`src/rtl/tff_pkg.sv`:
```
`timescale 1ns/1ps
// Shared mode encoding for the T-flip-flop counter family.
// Pure definitions: no logic, no latency, no flow control.
package tff_pkg;

  typedef logic [1:0] mode_t;

  localparam mode_t MODE_HOLD   = 2'b00;
  localparam mode_t MODE_UP     = 2'b01;
  localparam mode_t MODE_DOWN   = 2'b10;
  localparam mode_t MODE_TOGGLE = 2'b11;

endpackage

```
`src/rtl/tff_cell.sv`:
```
`timescale 1ns/1ps
// One-bit T flip-flop, async active-low reset to 0; toggles on t.
// Latency one clk edge; no backpressure.
module tff_cell (
  input  logic clk,
  input  logic rst_n,
  input  logic t,
  output logic q
);

  always_ff @(posedge clk or negedge rst_n) begin
    if (!rst_n) begin
      q <= 1'b0;
    end else if (t) begin
      q <= ~q;
    end
  end

endmodule

```
`src/rtl/tff_counter.sv`:
```
`timescale 1ns/1ps
// WIDTH-bit bank of T cells: hold/up/down/toggle-mask with load, modulus MAX_VAL+1, wrap or saturate.
// q and wrap update one clk after inputs; tc is combinational; no backpressure.
module tff_counter
  import tff_pkg::*;
#(
  parameter int          WIDTH    = 8,
  parameter int unsigned MAX_VAL  = (2**WIDTH) - 1,
  parameter bit          SATURATE = 1'b0
) (
  input  logic             clk,
  input  logic             rst_n,
  input  logic             en,
  input  logic [1:0]       mode,
  input  logic [WIDTH-1:0] t_mask,
  input  logic             load,
  input  logic [WIDTH-1:0] load_val,
  output logic [WIDTH-1:0] q,
  output logic             tc,
  output logic             wrap
);

  localparam logic [WIDTH-1:0] MAXV  = WIDTH'(MAX_VAL);
  localparam longint unsigned  LIMIT = (longint'(1) << WIDTH) - longint'(1);
  localparam bit               MAX_OK = (MAX_VAL >= 1) && (longint'(MAX_VAL) <= LIMIT);

  logic [WIDTH-1:0] q_next;
  logic [WIDTH-1:0] tog;
  logic [WIDTH-1:0] t;
  logic             wrap_next;
  mode_t            mode_s;

  assign mode_s = mode_t'(mode);

  always_comb begin
    q_next    = q;
    wrap_next = 1'b0;
    tog       = q ^ t_mask;
    if (load) begin
      q_next = (load_val > MAXV) ? MAXV : load_val;
    end else if (en) begin
      case (mode_s)
        MODE_UP: begin
          if (q != MAXV) begin
            q_next = q + WIDTH'(1);
          end else if (!SATURATE) begin
            q_next    = '0;
            wrap_next = 1'b1;
          end
        end
        MODE_DOWN: begin
          if (q != '0) begin
            q_next = q - WIDTH'(1);
          end else if (!SATURATE) begin
            q_next    = MAXV;
            wrap_next = 1'b1;
          end
        end
        MODE_TOGGLE: begin
          q_next = (tog > MAXV) ? MAXV : tog;
        end
        default: begin
          q_next = q;
        end
      endcase
    end
  end

  // Every state change, including load and clamp, reaches q only as per-bit toggles.
  assign t = q_next ^ q;

  for (genvar i = 0; i < WIDTH; i++) begin : g_cell
    tff_cell u_cell (
      .clk   (clk),
      .rst_n (rst_n),
      .t     (t[i]),
      .q     (q[i])
    );
  end

  always_ff @(posedge clk or negedge rst_n) begin
    if (!rst_n) begin
      wrap <= 1'b0;
    end else begin
      wrap <= wrap_next;
    end
  end

  assign tc = ((mode_s == MODE_UP)   && (q == MAXV)) ||
              ((mode_s == MODE_DOWN) && (q == '0));

  always_ff @(posedge clk) begin
    assert (MAX_OK) else $error("tff_counter: MAX_VAL out of range for WIDTH");
  end

endmodule

```
`config.mk`:
```
export PLATFORM = sky130hd
export DESIGN_NAME = tff_counter
export DESIGN_NICKNAME = d
export VERILOG_FILES = /design/src/rtl/tff_pkg.sv /design/src/rtl/tff_cell.sv /design/src/rtl/tff_counter.sv
export SDC_FILE = /design/constraint.sdc
export NUM_CORES = 1
export LEC_CHECK = 0
export CAP_MARGIN = 20
export CORE_UTILIZATION = 57
export DETAILED_ROUTE_END_ITERATION = 6
export DONT_BUFFER_PORTS = 1
export PLACE_DENSITY = 0.72
export SLEW_MARGIN = 20
export SYNTH_ARGS = -nofsm -noshare
export SYNTH_HDL_FRONTEND = slang
export SYNTH_SLANG_ARGS = --single-unit
```
`constraint.sdc`:
```
create_clock -name clk -period 3 [get_ports clk]
set_input_delay 0.6 -clock clk [delete_from_list [all_inputs] [get_ports clk]]
set_output_delay 0.6 -clock clk [all_outputs]
set_load 0.02 [all_outputs]
```
==> impl_metrics.toml, run 1 <==
[run_status]
status = "complete, no violations"

[timing]
max_freq_mhz = 358
finalSetupViolCount = 0
tns_ns = 0
fin_worst_skew_ns = 0.00321
tightest_slew_ns = 0.834
fin_crit_sh_pct = 93.1
hold_slack_ns = 0.416
hold_viol_final = 0
period_minus_slack_ns = 2.79
rsz0062_at_grt = "no"
slew-limit-headroom_pct = 43.9
slew_violations = 0
setup_slack_ns = 0.208

[floorplanning]
die_x_um = 46.6
die-area_sq_mm = 0.00217
core-area_sq_mm = 0.00180
io_pins = 32
rows = 15
die_h_um = 46.6
initial_utilization_pct = 62.8

[clock_network]
clk_pin_slew_ns = 0.07
clock_latency_ns = 0.28
cts_buffers = 3
ctsHtreeMaxLevel = 1
postCtsSetupBuffers = 0
cts_root_buf = "clkbuf_4"
cts_sinks = 9
cts_resized = 0
clock_path_buffers = 2
cts_tree = "done"

[final_layout]
layout.nets = 166
mostFrequentLayoutCell = "inv_1"
diodes = 0
area_delta_synth_final_pct = -0.552
drive_gt1_share_pct = 10.9
layout_common_cells = "inv_1 (10), nand2b_1 (9), nand2_1 (9), dfrtp_1 (9)"

[critical_path]
crit_family = "compound AO/OA/AOI/OAI gates"
critPathKind = "reg2out"
r2r_cells = 4
critPathCaptureType = "primary output"
critical_path.startpoint_type = "register"
crit_arrival_ns = 2.19
cp_data_required_time_ns = 2.40
cp_num_buf_inv = 0
r2r_setup_slack_ns = 0.74
r2r-end = "wrap$_DFF_PN0_"
path_max_fanout = 10
worstReg2RegStart = "g_cell[1].u_cell.q$_DFFE_PN0P_"
path_cells = "ha_1 > nand3_1 > o31ai_1"
critical-path-max-stage-delay_ns = 0.75
crit_path_top_delay_cell = "o31ai_1"

[drt]
drcViolationCount = 0
vias_per_cell = 6.85
totalWireLength_um = 2860
first_pass_iters = 4
drtIter0Drc = 58
postRouteAntennaNets = 0
wl_per_cell_um = 17.7
num_vias = 1109

[grt]
grtUsageMet3_pct = 5.88
grt-ovfl-total = 0
grt_first_pass_wirelength_um = 4490
grt_pass1_vias = 992
use_met2_pct = 43.6
use_met1_pct = 41.5
busiest_layer = "met2"
track_usage_pct = 30.3
antenna_found_initial = 0
grt_max_degree = 15

[synth]
syn_nets = 173
synth_enable_flop_cells = 0
avgSynthCellArea_sq_um = 7.81
syn_area_sq_mm = 0.00113
ys_ff_latch = 9
synth_ff_type = "dfrtp_1"
yosysTopAreaCellShare_pct = 19.9
synthDominantAreaCellType = "dfrtp_1"
synthDistinctLibCells = 47
ys_seq_area_share_pct = 19.9
yosysWarnings = 0
ys_top_cells_by_area = "dfrtp_1 (20%), ha_1 (6.6%), buf_4 (6.0%)"
synthArstFlopShare_pct = 100
synth_cells = 145

[place]
place_ws_ns = 0.524
portBuffers = 0
gp_congestion = 0.893
hpwl_um = 2100

[worst_hold_path]
worstHoldPathType = "in2reg"
min-delay-start = "load"
min_to = "g_cell[2].u_cell.q$_DFFE_PN0P_"
whs_path_depth = 1

[power]
leakagePower_nw = 0.441
ir_drop_uv = 210
power_density_mw_per_mm2 = 389

[job]
drv_cap = 0
## worst register-to-register path, cell delays in order, from the launching register on
cell	delay, ns
dfrtp_1	0.63
ha_1	0.37
nand3_1	0.16
o31ai_1	0.75
and4_1	0.28
## final cells by class
cell class                      count  area, sq um
Clock buffer                        4         26.3
Multi-Input combinational cell    106          743
Tap cell                           25         31.3
Inverter                           10         37.5
Sequential cell                     9          225
Timing Repair Buffer                8         62.6
Fill cell                         183          676
## what timing repair did
action                                 4_1_cts  5_1_grt
hold buffers                                 0        1
setup endpoints to repair                    0        0
endpoints found under the hold margin        0        9
## metal layers
metal  up-vias  part of all wire, %
met5         -                    0
met4         0                  1.4
met3         8                   12
met2        83                   46
met1       503                   41
li1        515                    -
## power breakdown
part	leakage, nW	internal (mW)	switching [mW]
logic	0.317	0.0688	0.107
registers	0.110	0.134	0.0253
clock network	0.0150	0.0516	0.0515
total	0.441	0.254	0.184
## logic make-up (layout without fill, tap and decap cells)
logic type	count (synthesis)	after routing	share of synthesized area, %
xor+xnor	3	3	2.32
flops	9	9	19.9
compound gates	50	50	32.7
buf+inv	30	22	14.5
fa+ha+maj	6	6	6.63
simple gates	47	47	24.0
## worst max-delay path by stage
stage                     cells past startpoint  endpoint  slack (ns)                           start
after floorplan                               5        tc        0.68                         mode[1]
after global placement                        3        tc        0.61  g_cell[1].u_cell.q$_DFFE_PN0P_
after detailed placement                      3        tc        0.52  g_cell[1].u_cell.q$_DFFE_PN0P_
after CTS                                     3        tc        0.22  g_cell[1].u_cell.q$_DFFE_PN0P_
after global routing                          3        tc        0.05  g_cell[1].u_cell.q$_DFFE_PN0P_
final                                         3        tc        0.21  g_cell[1].u_cell.q$_DFFE_PN0P_
## synth_stat cells, types with 2 or more instances
cell,count
a31oi_1,4
nand4_1,2
o21ai_0,8
buf_2,2
nor2b_1,3
nand3_1,5
nand2b_1,9
o21ai_1,6
clkbuf_1,7
nor4_1,4
a21oi_1,8
xor2_1,2
dfrtp_1,9
a41o_1,2
nor2_1,5
inv_1,10
ha_1,6
buf_4,9
buf_6,2
a221oi_1,4
nand2_1,9
a21o_1,2
nor3_1,3
## metrics by stage
stage / instance area [sq um] / util [%] / total power, mW / cells
global placement: 1090 / 60.5 / 0.327 / 157
detailed placement: 1090 / 60.5 / 0.330 / 157
finish: 1130 / 62.5 / 0.438 / 162
CTS: 1120 / 61.9 / 0.434 / 161
global route: 1130 / 62.5 / 0.466 / 162
floorplan: 1130 / - / 0.318 / 145
## flip-flops by register name, indices dropped and copies added (netlist names)
signal and cells:
g_cell.u_cell.q 8, wrap 1
Note: power is estimated with default switching activity, not from simulation.
==> run 2: changes to the inputs <==
- ABC_AREA: not set -> 1
==> impl_metrics.toml, run 2 <==
[clock_network]
cts_buffers = 3
cts_sinks = 9
cts_root_buf = "clkbuf_4"
clock_latency_ns = 0.26
clock_path_buffers = 2
cts_resized = 0
cts_tree = "done"
ctsHtreeMaxLevel = 1
postCtsSetupBuffers = 0
clk_pin_slew_ns = 0.06
cts_hold_buf = 0

[grt]
grt_max_degree = 14
grt-ovfl-total = 0
use_met2_pct = 46.2
busiest_layer = "met2"
grt_first_pass_wirelength_um = 4460
grtUsageMet3_pct = 7.55
antenna_found_initial = 0
use_met1_pct = 35.5
grt_pass1_vias = 1045
track_usage_pct = 27.6

[power]
p_seq_share_pct = 44.2
leakagePower_nw = 0.487
netSwitchingFraction_pct = 44.0
power_density_mw_per_mm2 = 379
ir_drop_uv = 341
p_comb_share_pct = 33.6
internal-power_mw = 0.240
finalPower_mw = 0.428
clock_power_share_pct = 22.2
power_switching_mw = 0.189

[synth]
synth_enable_flop_cells = 0
synthDistinctLibCells = 28
synthArstFlopShare_pct = 100
synth_cells = 178
ys_top_cells_by_area = "dfrtp_1 (19%), nand2_1 (9.4%), a21oi_1 (8.7%)"
syn_nets = 206
ys_ff_latch = 9
syn_area_sq_mm = 0.00120
synth_ff_type = "dfrtp_1"
yosys-top-cells-count = "nand2_1 (30), a21oi_1 (21), nand3_1 (18)"
yosysWarnings = 0
yosysTopAreaCellShare_pct = 18.7
ys_seq_area_share_pct = 18.7
avgSynthCellArea_sq_um = 6.76
synthDominantAreaCellType = "dfrtp_1"
synth_most_common_cell = "nand2_1"

[final_layout]
diodes = 0
fin_util_pct = 57.0
drive_gt1_share_pct = 17.4
fillers = 206
mostFrequentLayoutCell = "nand2_1"
multi_input_area_sq_um = 769
area_delta_synth_final_pct = -6.04
top_regs = "g_cell.u_cell.q (8), wrap (1)"
ff_latch_area_sq_um = 225
largest_register_ffs = 8
layout_common_cells = "nand2_1 (30), a21oi_1 (21), nand3_1 (18), nor2_1 (17), inv_1 (12)"
layout.nets = 196
final_cell_area_sq_mm = 0.00113
top_register = "g_cell.u_cell.q"

[run_status]
status = "complete, no violations"

[worst_hold_path]
worstHoldPathType = "in2async"

[place]
dpl-instance-area_sq_mm = 0.00110
portBuffers = 0
place_ws_ns = 0.765
gp_congestion = 0.959
hpwl_um = 2260

[critical_path]
critical-path-max-stage-delay_ns = 0.55
critPathKind = "reg2out"
cp_data_required_time_ns = 2.40
r2r_cells = 8
path_max_fanout = 8
critical_path.startpoint_type = "register"
worstReg2RegStart = "g_cell[0].u_cell.q$_DFFE_PN0P_"
worstSetupStartpoint = "g_cell[0].u_cell.q$_DFFE_PN0P_"
crit_arrival_ns = 1.93
crit_path_top_delay_cell = "dfrtp_1"
critPathCaptureType = "primary output"
path_cells = "inv_4 > ha_1 > nand2_1 > nor2_2 > nand2_2 > nor2_4 > a31o_1"

[timing]
tns_ns = 0
period_minus_slack_ns = 2.53
fin_worst_skew_ns = 0.00141
rsz0062_at_grt = "no"
tightest_slew_ns = 0.657
slew_violations = 0
setup_slack_ns = 0.471
max_freq_mhz = 395
finalSetupViolCount = 0
hold_viol_final = 0
fin_crit_sh_pct = 84.3
slew-limit-headroom_pct = 56.2

[floorplanning]
io_pins = 32
die_h_um = 47.9
core-area_sq_mm = 0.00198
die_x_um = 47.9
die-area_sq_mm = 0.00230
initial_utilization_pct = 60.7
rows = 16

[drt]
drcViolationCount = 0
totalWireLength_um = 2860
first_pass_iters = 5
num_vias = 1122
drtIter0Drc = 18
postRouteAntennaNets = 0
vias_per_cell = 5.78
wl_per_cell_um = 14.8

[job]
drv_cap = 0
[run 2: cell count changes after synthesis, moves of 7 or more]
cell,before,now
a21oi_1,8,21
nand2b_1,9,0
nand2_1,9,30
clkbuf_1,7,0
nor2_2,0,7
nor2_1,5,17
nand3_1,5,18
[run 2: routing by layer]
metal	wire length [um]	up-vias	part of all wire [%]
met1	1260	514	44
met2	1380	46	48
li1	-	558	-
met4	31	0	1.1
met5	0	-	0
met3	186	4	6.5
[run 2: path summary, 6_finish.rpt]
kind / endpoint / slack [ns]
worst max-delay path: tc / 0.47
worst min-delay path: g_cell[2].u_cell.q$_DFFE_PN0P_ / 0.03
worst max register to register: wrap$_DFF_PN0_ / 1.07
worst min register to register: g_cell[0].u_cell.q$_DFFE_PN0P_ / 0.87
max in group asynchronous: g_cell[3].u_cell.q$_DFFE_PN0P_ / 2.90
min in group clk: g_cell[3].u_cell.q$_DFFE_PN0P_ / 0.49
[run 2: critical path, delay by kind of cell (launching register included)]
kind                       cells  cell delay, ns
adders and majority gates      1            0.27
AOI/OAI and AO/OA              1            0.25
DFF                            1            0.55
and+or+nand+nor                4            0.42
buffers and inverters          1            0.17
[run 2: kinds of logic (layout without fill, tap and decap cells)]
group	after synthesis	in the layout	share of synthesized area [%]
simple gates	87	87	36.2
xor+xnor	3	3	2.19
compound gates	41	41	19.4
flops	9	9	18.7
buf+inv	32	21	17.3
fa+ha+maj	6	6	6.24
[run 2: metrics by stage]
step	instances	hold WS, ns
finish	194	0.0291
global route	194	0.0114
CTS	194	0.0216
detailed placement	190	0.305
global placement	190	0.305
floorplan	178	0.304
[run 2: power groups by stage]
| stage | registers, mW | clock network (mW) | logic, mW |
|---|---|---|---|
| after global placement | 0.190 | 0 | 0.140 |
| final | 0.189 | 0.0949 | 0.144 |
| after floorplan | 0.146 | 0 | 0.191 |
| after detailed placement | 0.191 | 0 | 0.143 |
| after global routing | 0.192 | 0.105 | 0.165 |
| after CTS | 0.188 | 0.0985 | 0.144 |
[run 2: area by class of cell]
| cell class | instances | share of cell area [%] |
|---|---|---|
| well taps | 27 | 2.99 |
| multi-input cells | 137 | 68.1 |
| repair buffers | 1 | 0.664 |
| clock buffers | 4 | 2.33 |
| flip-flops and latches | 9 | 19.9 |
| inverters | 16 | 5.98 |
==> run 3: changes to the inputs <==
- clock period: 3 -> 2.4 ns (I/O delays scaled with it)
==> impl_metrics.toml, run 3 (synthesis gave the netlist of run 2 again) <==
[clock_network]
cts_tree = "done"
postCtsSetupBuffers = 0
cts_hold_buf = 1
cts_buffers = 3
ctsHtreeMaxLevel = 1
clock_path_buffers = 2
clk_pin_slew_ns = 0.06
cts_resized = 0
cts_sinks = 9
cts_root_buf = "clkbuf_4"
clock_latency_ns = 0.26

[drt]
postRouteAntennaNets = 0
vias_per_cell = 5.90
wl_per_cell_um = 13.9
first_pass_iters = 4
totalWireLength_um = 2780
drtIter0Drc = 30
num_vias = 1174
drcViolationCount = 0

[floorplanning]
die_h_um = 47.9
io_pins = 32
initial_utilization_pct = 60.7
core-area_sq_mm = 0.00198
rows = 16
die_x_um = 47.9
die-area_sq_mm = 0.00230

[power]
p_seq_share_pct = 38.2
ir_drop_uv = 420
p_comb_share_pct = 40.1
power_density_mw_per_mm2 = 469
power_switching_mw = 0.238
clock_power_share_pct = 21.7
internal-power_mw = 0.311
leakagePower_nw = 0.510
finalPower_mw = 0.549
netSwitchingFraction_pct = 43.4

[worst_hold_path]
worstHoldPathType = "in2reg"

[timing]
tightest_slew_ns = 0.593
hold_viol_final = 0
slew-limit-headroom_pct = 60.5
fin_crit_sh_pct = 92.4
period_minus_slack_ns = 2.22
finalSetupViolCount = 0
tns_ns = 0
fin_worst_skew_ns = 0.000340
max_freq_mhz = 451
rsz0062_at_grt = "no"
slew_violations = 0

[critical_path]
critical_path.startpoint_type = "register"
crit_arrival_ns = 1.74
path_max_fanout = 6
cp_data_required_time_ns = 1.92
critPathKind = "reg2out"
critPathCaptureType = "primary output"

[final_layout]
fillers = 205
drive_gt1_share_pct = 19.2
top_register = "g_cell.u_cell.q"
layout.nets = 201
diodes = 0
multi_input_area_sq_um = 769
top_regs = "g_cell.u_cell.q (8), wrap (1)"
mostFrequentLayoutCell = "nand2_1"
area_delta_synth_final_pct = -2.71
ff_latch_area_sq_um = 225
largest_register_ffs = 8
layout_common_cells = "nand2_1 (30), a21oi_1 (21), nand3_1 (18), nor2_1 (17), inv_1 (12)"

[grt]
grt-ovfl-total = 0
grt_first_pass_wirelength_um = 4170
grt_pass1_vias = 962
track_usage_pct = 25.9
antenna_found_initial = 0
grt_max_degree = 12

[job]
drv_cap = 0

[place]
gp_congestion = 0.917
hpwl_um = 2270
portBuffers = 0

[run_status]
status = "complete, no violations"
-- run 3: per-stage QoR --
step	worst slack, ns	util [%]	hold slack, ns	cells	instance area, sq um
6_report	0.183	59.0	0.334	199	1170
3_3_place_gp	0.527	57.2	0.185	194	1130
5_1_grt	0.0676	59.0	0.339	199	1170
3_5_place_dp	0.467	57.2	0.185	194	1130
4_1_cts	0.170	59.0	0.326	199	1170
2_1_floorplan	0.562	-	0.184	178	1200
-- run 3: final timing paths --
path / startpoint / end / slack (ns) / cells past startpoint
min reg2reg: g_cell[3].u_cell.q$_DFFE_PN0P_ / g_cell[3].u_cell.q$_DFFE_PN0P_ / 0.70 / 4
max in group asynchronous: rst_n / g_cell[7].u_cell.q$_DFFE_PN0P_ / 1.51 / 1
min: load / g_cell[3].u_cell.q$_DFFE_PN0P_ / 0.33 / 2
max reg2reg: g_cell[0].u_cell.q$_DFFE_PN0P_ / wrap$_DFF_PN0_ / 0.65 / 8
min in group asynchronous: rst_n / g_cell[3].u_cell.q$_DFFE_PN0P_ / 0.59 / 1
max: g_cell[0].u_cell.q$_DFFE_PN0P_ / tc / 0.18 / 7
-- run 3: worst max-delay path, stage by stage (launching register included) --
cell and delay (ns):
dfrtp_1 0.45, inv_4 0.13, ha_1 0.25, nand2_1 0.09, nor2_2 0.11, nand2_2 0.07
nor2_4 0.12, a31o_1 0.26
-- run 3: metal layers --
layer | share of wire (%) | GRT usage, % | vias to the layer above
met5 | 0 | 0 | -
met4 | 1.7 | 5.00 | 0
met3 | 8.5 | 6.04 | 4
met2 | 48 | 41.6 | 65
met1 | 42 | 35.3 | 539
li1 | - | - | 566
-- run 3: power groups by stage --
stage               clock, mW  combinational [mW]  sequential, mW
CTS                     0.122               0.220           0.209
floorplan                   0               0.238           0.182
detailed placement          0               0.215           0.212
global route            0.128               0.247           0.213
finish                  0.119               0.220           0.210
global placement            0               0.210           0.212
-- run 3: cell type report --
class	count	share of cell area, %
timing repair buffer	6	4.06
inverter	16	5.78
tap	27	2.89
sequential	9	19.3
clock buffer	4	2.25
multi-input combinational	137	65.8
